[src/rtl/motor_frame_tx.sv]
// motor_frame_tx
//    Transmit framer for the four-motor speed link. On a request (send pulse
//    or optional periodic refresh tick) the four motor speeds are snapshotted
//    and sent as a 5-byte frame: HEADER, Motor1, Motor2, Motor3, Motor4, over
//    a byte-wide valid/ready handshake towards the UART transmitter.
//
// Ports
//    clk        system clock, rising edge
//    rst        synchronous reset, active high
//    send       frame request (pulse or level), sampled every cycle
//    Motor1..4  speed values, frame bytes 1..4
//    serial     current output byte, valid while out_valid=1
//    out_valid  serial holds a byte to transfer
//    out_ready  downstream accepts the byte this cycle
//    busy       frame in progress
//    done       one-cycle pulse after the final byte of a frame transfers
module motor_frame_tx #(
   parameter logic [7:0]  HEADER  = 8'hFF,
   parameter int unsigned REFRESH = 0,
   parameter int unsigned CNT_W   = 24
) (
   input  logic       clk,
   input  logic       rst,
   input  logic       send,
   input  logic [7:0] Motor1,
   input  logic [7:0] Motor2,
   input  logic [7:0] Motor3,
   input  logic [7:0] Motor4,
   output logic [7:0] serial,
   output logic       out_valid,
   input  logic       out_ready,
   output logic       busy,
   output logic       done
);

   typedef enum logic [2:0] {IDLE, HDR, M1, M2, M3, M4} state_t;

   state_t     state_q, state_d;
   logic [7:0] snap_q [4];
   logic [7:0] snap_d [4];
   logic [7:0] motor_in [4];
   logic       pending_q, pending_d;
   logic [7:0] serial_q, serial_d;
   logic       out_valid_q, out_valid_d;
   logic       busy_q, busy_d;
   logic       done_q, done_d;
   logic       tick;
   logic       req;
   logic       xfer;

   assign motor_in[0] = Motor1;
   assign motor_in[1] = Motor2;
   assign motor_in[2] = Motor3;
   assign motor_in[3] = Motor4;

   // Free-running refresh counter; runs regardless of frame state so the
   // auto-send period is exact. Absent entirely when REFRESH is 0.
   generate
      if (REFRESH == 0) begin : g_no_refresh
         assign tick = 1'b0;
      end else begin : g_refresh
         logic [CNT_W-1:0] cnt_q, cnt_d;
         assign tick = (cnt_q == CNT_W'(REFRESH - 1));
         always_comb begin
            cnt_d = tick ? '0 : cnt_q + 1'b1;
         end
         always_ff @(posedge clk) begin
            if (rst) cnt_q <= '0;
            else     cnt_q <= cnt_d;
         end
      end
   endgenerate

   assign req  = send | tick;
   assign xfer = out_valid_q & out_ready;

   always_comb begin
      state_d   = state_q;
      snap_d    = snap_q;
      pending_d = pending_q;
      done_d    = 1'b0;
      case (state_q)
         IDLE: begin
            if (req) begin
               snap_d  = motor_in;
               state_d = HDR;
            end
         end
         HDR: begin
            if (xfer) state_d = M1;
            if (req)  pending_d = 1'b1;
         end
         M1: begin
            if (xfer) state_d = M2;
            if (req)  pending_d = 1'b1;
         end
         M2: begin
            if (xfer) state_d = M3;
            if (req)  pending_d = 1'b1;
         end
         M3: begin
            if (xfer) state_d = M4;
            if (req)  pending_d = 1'b1;
         end
         M4: begin
            if (xfer) begin
               done_d    = 1'b1;
               pending_d = 1'b0;
               // A request on this very edge chains the next frame too.
               if (pending_q || req) begin
                  snap_d  = motor_in;
                  state_d = HDR;
               end else begin
                  state_d = IDLE;
               end
            end else if (req) begin
               pending_d = 1'b1;
            end
         end
         default: state_d = IDLE;
      endcase

      // Outputs are registered, so they are derived from the next state.
      out_valid_d = (state_d != IDLE);
      busy_d      = (state_d != IDLE);
      case (state_d)
         HDR:     serial_d = HEADER;
         M1:      serial_d = snap_d[0];
         M2:      serial_d = snap_d[1];
         M3:      serial_d = snap_d[2];
         M4:      serial_d = snap_d[3];
         default: serial_d = 8'h00;
      endcase
   end

   always_ff @(posedge clk) begin
      if (rst) begin
         state_q     <= IDLE;
         snap_q      <= '{default: 8'h00};
         pending_q   <= 1'b0;
         serial_q    <= 8'h00;
         out_valid_q <= 1'b0;
         busy_q      <= 1'b0;
         done_q      <= 1'b0;
      end else begin
         state_q     <= state_d;
         snap_q      <= snap_d;
         pending_q   <= pending_d;
         serial_q    <= serial_d;
         out_valid_q <= out_valid_d;
         busy_q      <= busy_d;
         done_q      <= done_d;
      end
   end

   assign serial    = serial_q;
   assign out_valid = out_valid_q;
   assign busy      = busy_q;
   assign done      = done_q;

endmodule
[config.mk]
export PLATFORM = sky130hd
export DESIGN_NAME = motor_frame_tx
export DESIGN_NICKNAME = d
export VERILOG_FILES = /design/src/rtl/motor_frame_tx.sv
export SDC_FILE = /design/constraint.sdc
export NUM_CORES = 1
export LEC_CHECK = 0
export CAP_MARGIN = 40
export CORE_AREA = 2 2 95 79
export DETAILED_ROUTE_END_ITERATION = 16
export DIE_AREA = 0 0 97 81
export HOLD_SLACK_MARGIN = 0.08
export SKIP_CTS_REPAIR_TIMING = 1
export SYNTH_ARGS = -nofsm -noshare
export SYNTH_HDL_FRONTEND = slang
export SYNTH_SLANG_ARGS = --single-unit
[constraint.sdc]
create_clock -name clk -period 3 [get_ports clk]
set_clock_uncertainty 0.15 [all_clocks]
set_input_delay 0.3 -clock clk [delete_from_list [all_inputs] [get_ports clk]]
set_output_delay 0.3 -clock clk [all_outputs]
set_load 0.005 [all_outputs]
======== Word-level counts from Yosys, hierarchy flattened ========
Cells that the tools add are included.
word-level totals
  register bits after elaboration ......... 46
  bits in latches ......................... 0
  bits in writable memories ............... 0
  ROM bits ................................ 0
  input bits .............................. 36
  output and inout bits ................... 11
  word-level logic and storage cells ...... 44
  memories kept ........................... 0
cells by class
  add/subtract/negate cells ............... 0
  multiply operators ...................... 0
  div/mod/pow operators ................... 0
  order comparisons ....................... 0
  equality and inequality tests ........... 10
  shifts and indexed selects .............. 0
  muxes and demuxes ....................... 17
  bitwise logic cells ..................... 2
  reductions and logical operators ........ 6
operators by type and width
  kind                                                             count
  32-bit two-way mux                                               3
  32-bit case mux with 2 select lines                              1
  8-bit case mux with 5 select lines                               1
  3-bit two-way mux                                                6
  3-bit case mux with 6 select lines                               1
  3-bit by 2-bit == test with 1-bit output, second input constant  4
  3-bit == test, second input constant                             4
  3-bit by 1-bit == test with 1-bit output, second input constant  2
  1-bit two-way mux                                                4
  4-bit OR reduction                                               1
  3-bit logical NOT                                                1
  3-bit nonzero test                                               1
  1-bit case mux with 2 select lines                               1
  2-bit nonzero test                                               1
  2-bit OR reduction                                               1
  1-bit bitwise AND                                                1
  1-bit logical OR                                                 1
  1-bit inverter                                                   1

======== Longest topological paths before layout ========
  depth in word-level cells ............... 6
  depth in mapped cells ................... 8
  gate-level depth less buffers ........... 5

======== Worst setup path before layout ========
OpenSTA, ideal clock, no wires.
  path type ............................... register -> register
  from .................................... reg state_q[0]
  to ...................................... reg serial_q[6], in the netlist serial[6]
  setup time .............................. 0.120 ns
  arrival ................................. 1.765 ns
  required time ........................... 2.730 ns
  setup slack ............................. 0.965 ns
  stages on the path, launching flop included .. 9
  path buffers ............................ 3
  period minus slack after synthesis ...... 2.035 ns
  cells stage by stage .................... dfxtp_1 -> buf_6 -> or3b_1 -> o32a_2 -> buf_6 -> buf_12 -> mux2i_1 -> o22ai_1 -> o31a_1
between the ends
  longest elaborated chain between the ends .. 4
  elaborated cells on any way between the ends .. 20
  those cells by class .................... eq/ne (10); mux (9); reduce/logical (1)
ends and longest elaborated chain
  item                                   line  text
  from (decl)                            38    state_t state_q, state_d;
  from (signal assigned)                 146   state_q <= state_d;
  3-bit == test (tied with other cells)  82    case (state_q)
  3-bit case mux with 6 select lines     82
  3-bit == test (tied with other cells)  126   case (state_d)
  8-bit case mux with 5 select lines *   126
  to (signal assigned)                   149   serial_q <= serial_d;
  to (decl)                              43    logic [7:0] serial_q, serial_d;
Every way passes the cells marked *; elsewhere a longest branch is shown, timed or not.
A chain may end at the register's enable or synchronous reset.

======== Worst setup path in the final report ========
  from .................................... reg state_q[2]
  to ...................................... reg serial_q[7], in the netlist serial[7]
The elaborated chain is that of the path after synthesis.

==> flow_metrics.tcl <==
set metrics [dict create \
    outcome "complete, no violations" \
    antennaDiodeCount 0 \
    power_density_nw_per_um2 570 \
    slew_headroom_pct 50.1 \
    yosysSeqAreaShare_pct 45.8 \
    max_cap_viol_count 0 \
    drc 0 \
    drt-pass1-iter-count 4 \
    synthCells 209 \
    slew_viol_final 0 \
    start_util_pct 28.6 \
    startpoint "state_q[2]" \
    grt_pass1_wl_um 7930 \
    holdWs_ps 310 \
    p_leak_nw 1.11 \
    antenna_found_initial 0 \
    final_cell_area_um2 2670 \
    cts_sinks 46 \
    fmax_mhz 397 \
    clockBufferDepth 2 \
    cpPeakStageDelay_ps 610 \
    r2r_setup_slack_ps 480 \
    criticalPathCategory "flop to flop" \
    area_growth_pct 32.8 \
    rr_worst_depth 6 \
    place_ws_ps 270 \
    die_height_um 81 \
    crit_fanout 17 \
    path_buf_inv 1 \
    grt_usage_pct 12.8 \
    synth.distinct_cells 35 \
    worstHoldPathCells 2 \
    avgRoutedWirePerCell_um 14.1 \
    synth_top_area_cell "dfxtp_1" \
    placementRows 28 \
    end_kind "flop" \
    r2r_start "state_q[2]" \
    tightestPinTransition_ps 746 \
    vias 1589 \
    crit_slowest_cell "dfxtp_1" \
    period_needed_ps 2520 \
    grt_max_degree 38 \
    synth_top_area_share_pct 45.8 \
    ios 47 \
    power_mw 1.52 \
    setup_ws_ps 479 \
    ctsHtreeMaxLevel 2 \
    cp_num_cells 6 \
    wl_um 4870 \
    cp-start-kind "flop" \
    grt_setup_unrepaired "no" \
    worstSkewPairLatency_ps 300 \
    postPlaceCellArea_um2 2530 \
    nNetsFinal 290 \
    dp_hpwl_um 3430 \
    max-vdd-ir-drop_mv 0.248 \
    synth_top_cells_by_area "dfxtp_1 (46%), mux2i_1 (14%), nor2_1 (8.2%), o31a_1 (3.5%), a21o_1 (2.6%)" \
    placed_cells 337 \
    ys.warnings.count 0 \
    die_area_um2 7860 \
    avgSynthCellArea_um2 9.63 \
    tns_ps 0 \
    grt_pass1_vias 1581 \
    ant_nets 0 \
    drive_above_1_share_pct 8.63 \
    cts_tree "done" \
    finish.utilization_pct 38.0 \
    core_um2 7040 \
    setup_viol 0 \
    hp-start "snap_q[21]" \
    grt-ovfl-total 0 \
    ff_latch_area_um2 921 \
    cts_root_buffer "clkbuf_8" \
    gp_congestion 0.844 \
    port-buffer-count 46 \
    worstHoldPathType "flop to flop" \
    cp.required_ps 3030 \
    via_per_inst 4.61 \
    critPathTopFamily "compound AO/OA/AOI/OAI gates" \
    syn_nets 245 \
    ys_ff_latch 46 \
    cts_inserted_buffers 5 \
    instances_no_fill 345 \
    clk_pin_slew_ps 90 \
    initialDrtViolationCount 84 \
    path_cells "or2b_1, o32a_2, buf_16, mux2i_1, o22ai_1, o31a_1" \
    hold_viol_final 0 \
    nFillCells 734 \
    period_share_pct 84.0 \
    multi_input_area_um2 971 \
    final_cell_mix "dfxtp_1 (46), clkdlybuf4s50_1 (46), nor2_1 (44)" \
    netlist_area_um2 2010 \
    die_width_um 97 \
    crit_arrival_ps 2560 \
]
-- final timing paths --
check                     to
setup / recovery   serial[7]
setup reg to reg   serial[7]
hold reg to reg   snap_q[21]
hold / removal    snap_q[21]
-- flip-flops by register name, summed over array words and instances, names as in the netlist --
name and cells:
done 1, busy 1, serial 8, state_q 3
snap_q 32, pending_q 1
-- worst reg2reg max path, delay by kind of cell, from the launching register on --
kind | cells | cell delay [ps]
AOI/OAI and AO/OA | 3 | 900
buffers and inverters | 1 | 250
DFF | 1 | 610
and+or+nand+nor | 1 | 290
muxes | 1 | 200
-- layer usage --
metal | up-vias | GRT usage [%] | wire (um)
met5 | - | 0 | 0
met2 | 29 | 21.1 | 2250
met4 | 0 | 2.96 | 39
met1 | 739 | 16.7 | 2390
li1 | 817 | - | -
met3 | 4 | 3.61 | 188
-- synthesized netlist by cell type (all sizes together) --
master	n
or3	1
nand2	9
o21ai	2
o31a	8
or3b	1
nand3	1
clkdlybuf4s25	1
nor3b	7
nor3	2
nor2	44
or2b	2
a21oi	9
dfxtp	46
clkbuf	6
nand3b	5
buf	7
o32a	1
and3	1
and2b	1
o22ai	8
nand2b	2
mux2i	28
o21bai	1
a21o	9
xor2	3
a31oi	1
a211oi	2
nand4	1
-- area by class of cell --
type                            count  area share (%)
Timing Repair Buffer               52            19.7
Tap cell                           90            4.21
Sequential cell                    46            34.5
Clock buffer                        6            3.09
Multi-Input combinational cell    149            36.3
Clock inverter                      2            2.25
-- where the power goes --
part / total, mW / internal, mW / switching (mW) / leakage (nW)
clock: 0.563 / 0.355 / 0.207 / 0.0714
sequential: 0.682 / 0.658 / 0.0237 / 0.378
combinational: 0.278 / 0.155 / 0.123 / 0.661
total: 1.52 / 1.17 / 0.354 / 1.11
-- logic make-up (layout without fill, tap and decap cells) --
group,after synthesis,count (layout),synth area share (%)
and+or+nand+nor,77,77,18.7
DFF,46,46,45.8
AOI/OAI and AO/OA,41,41,14.4
muxes,28,28,13.9
buffers and inverters,14,60,5.97
xor gates and xnor gates,3,3,1.31
(Power assumes the default switching activity.)
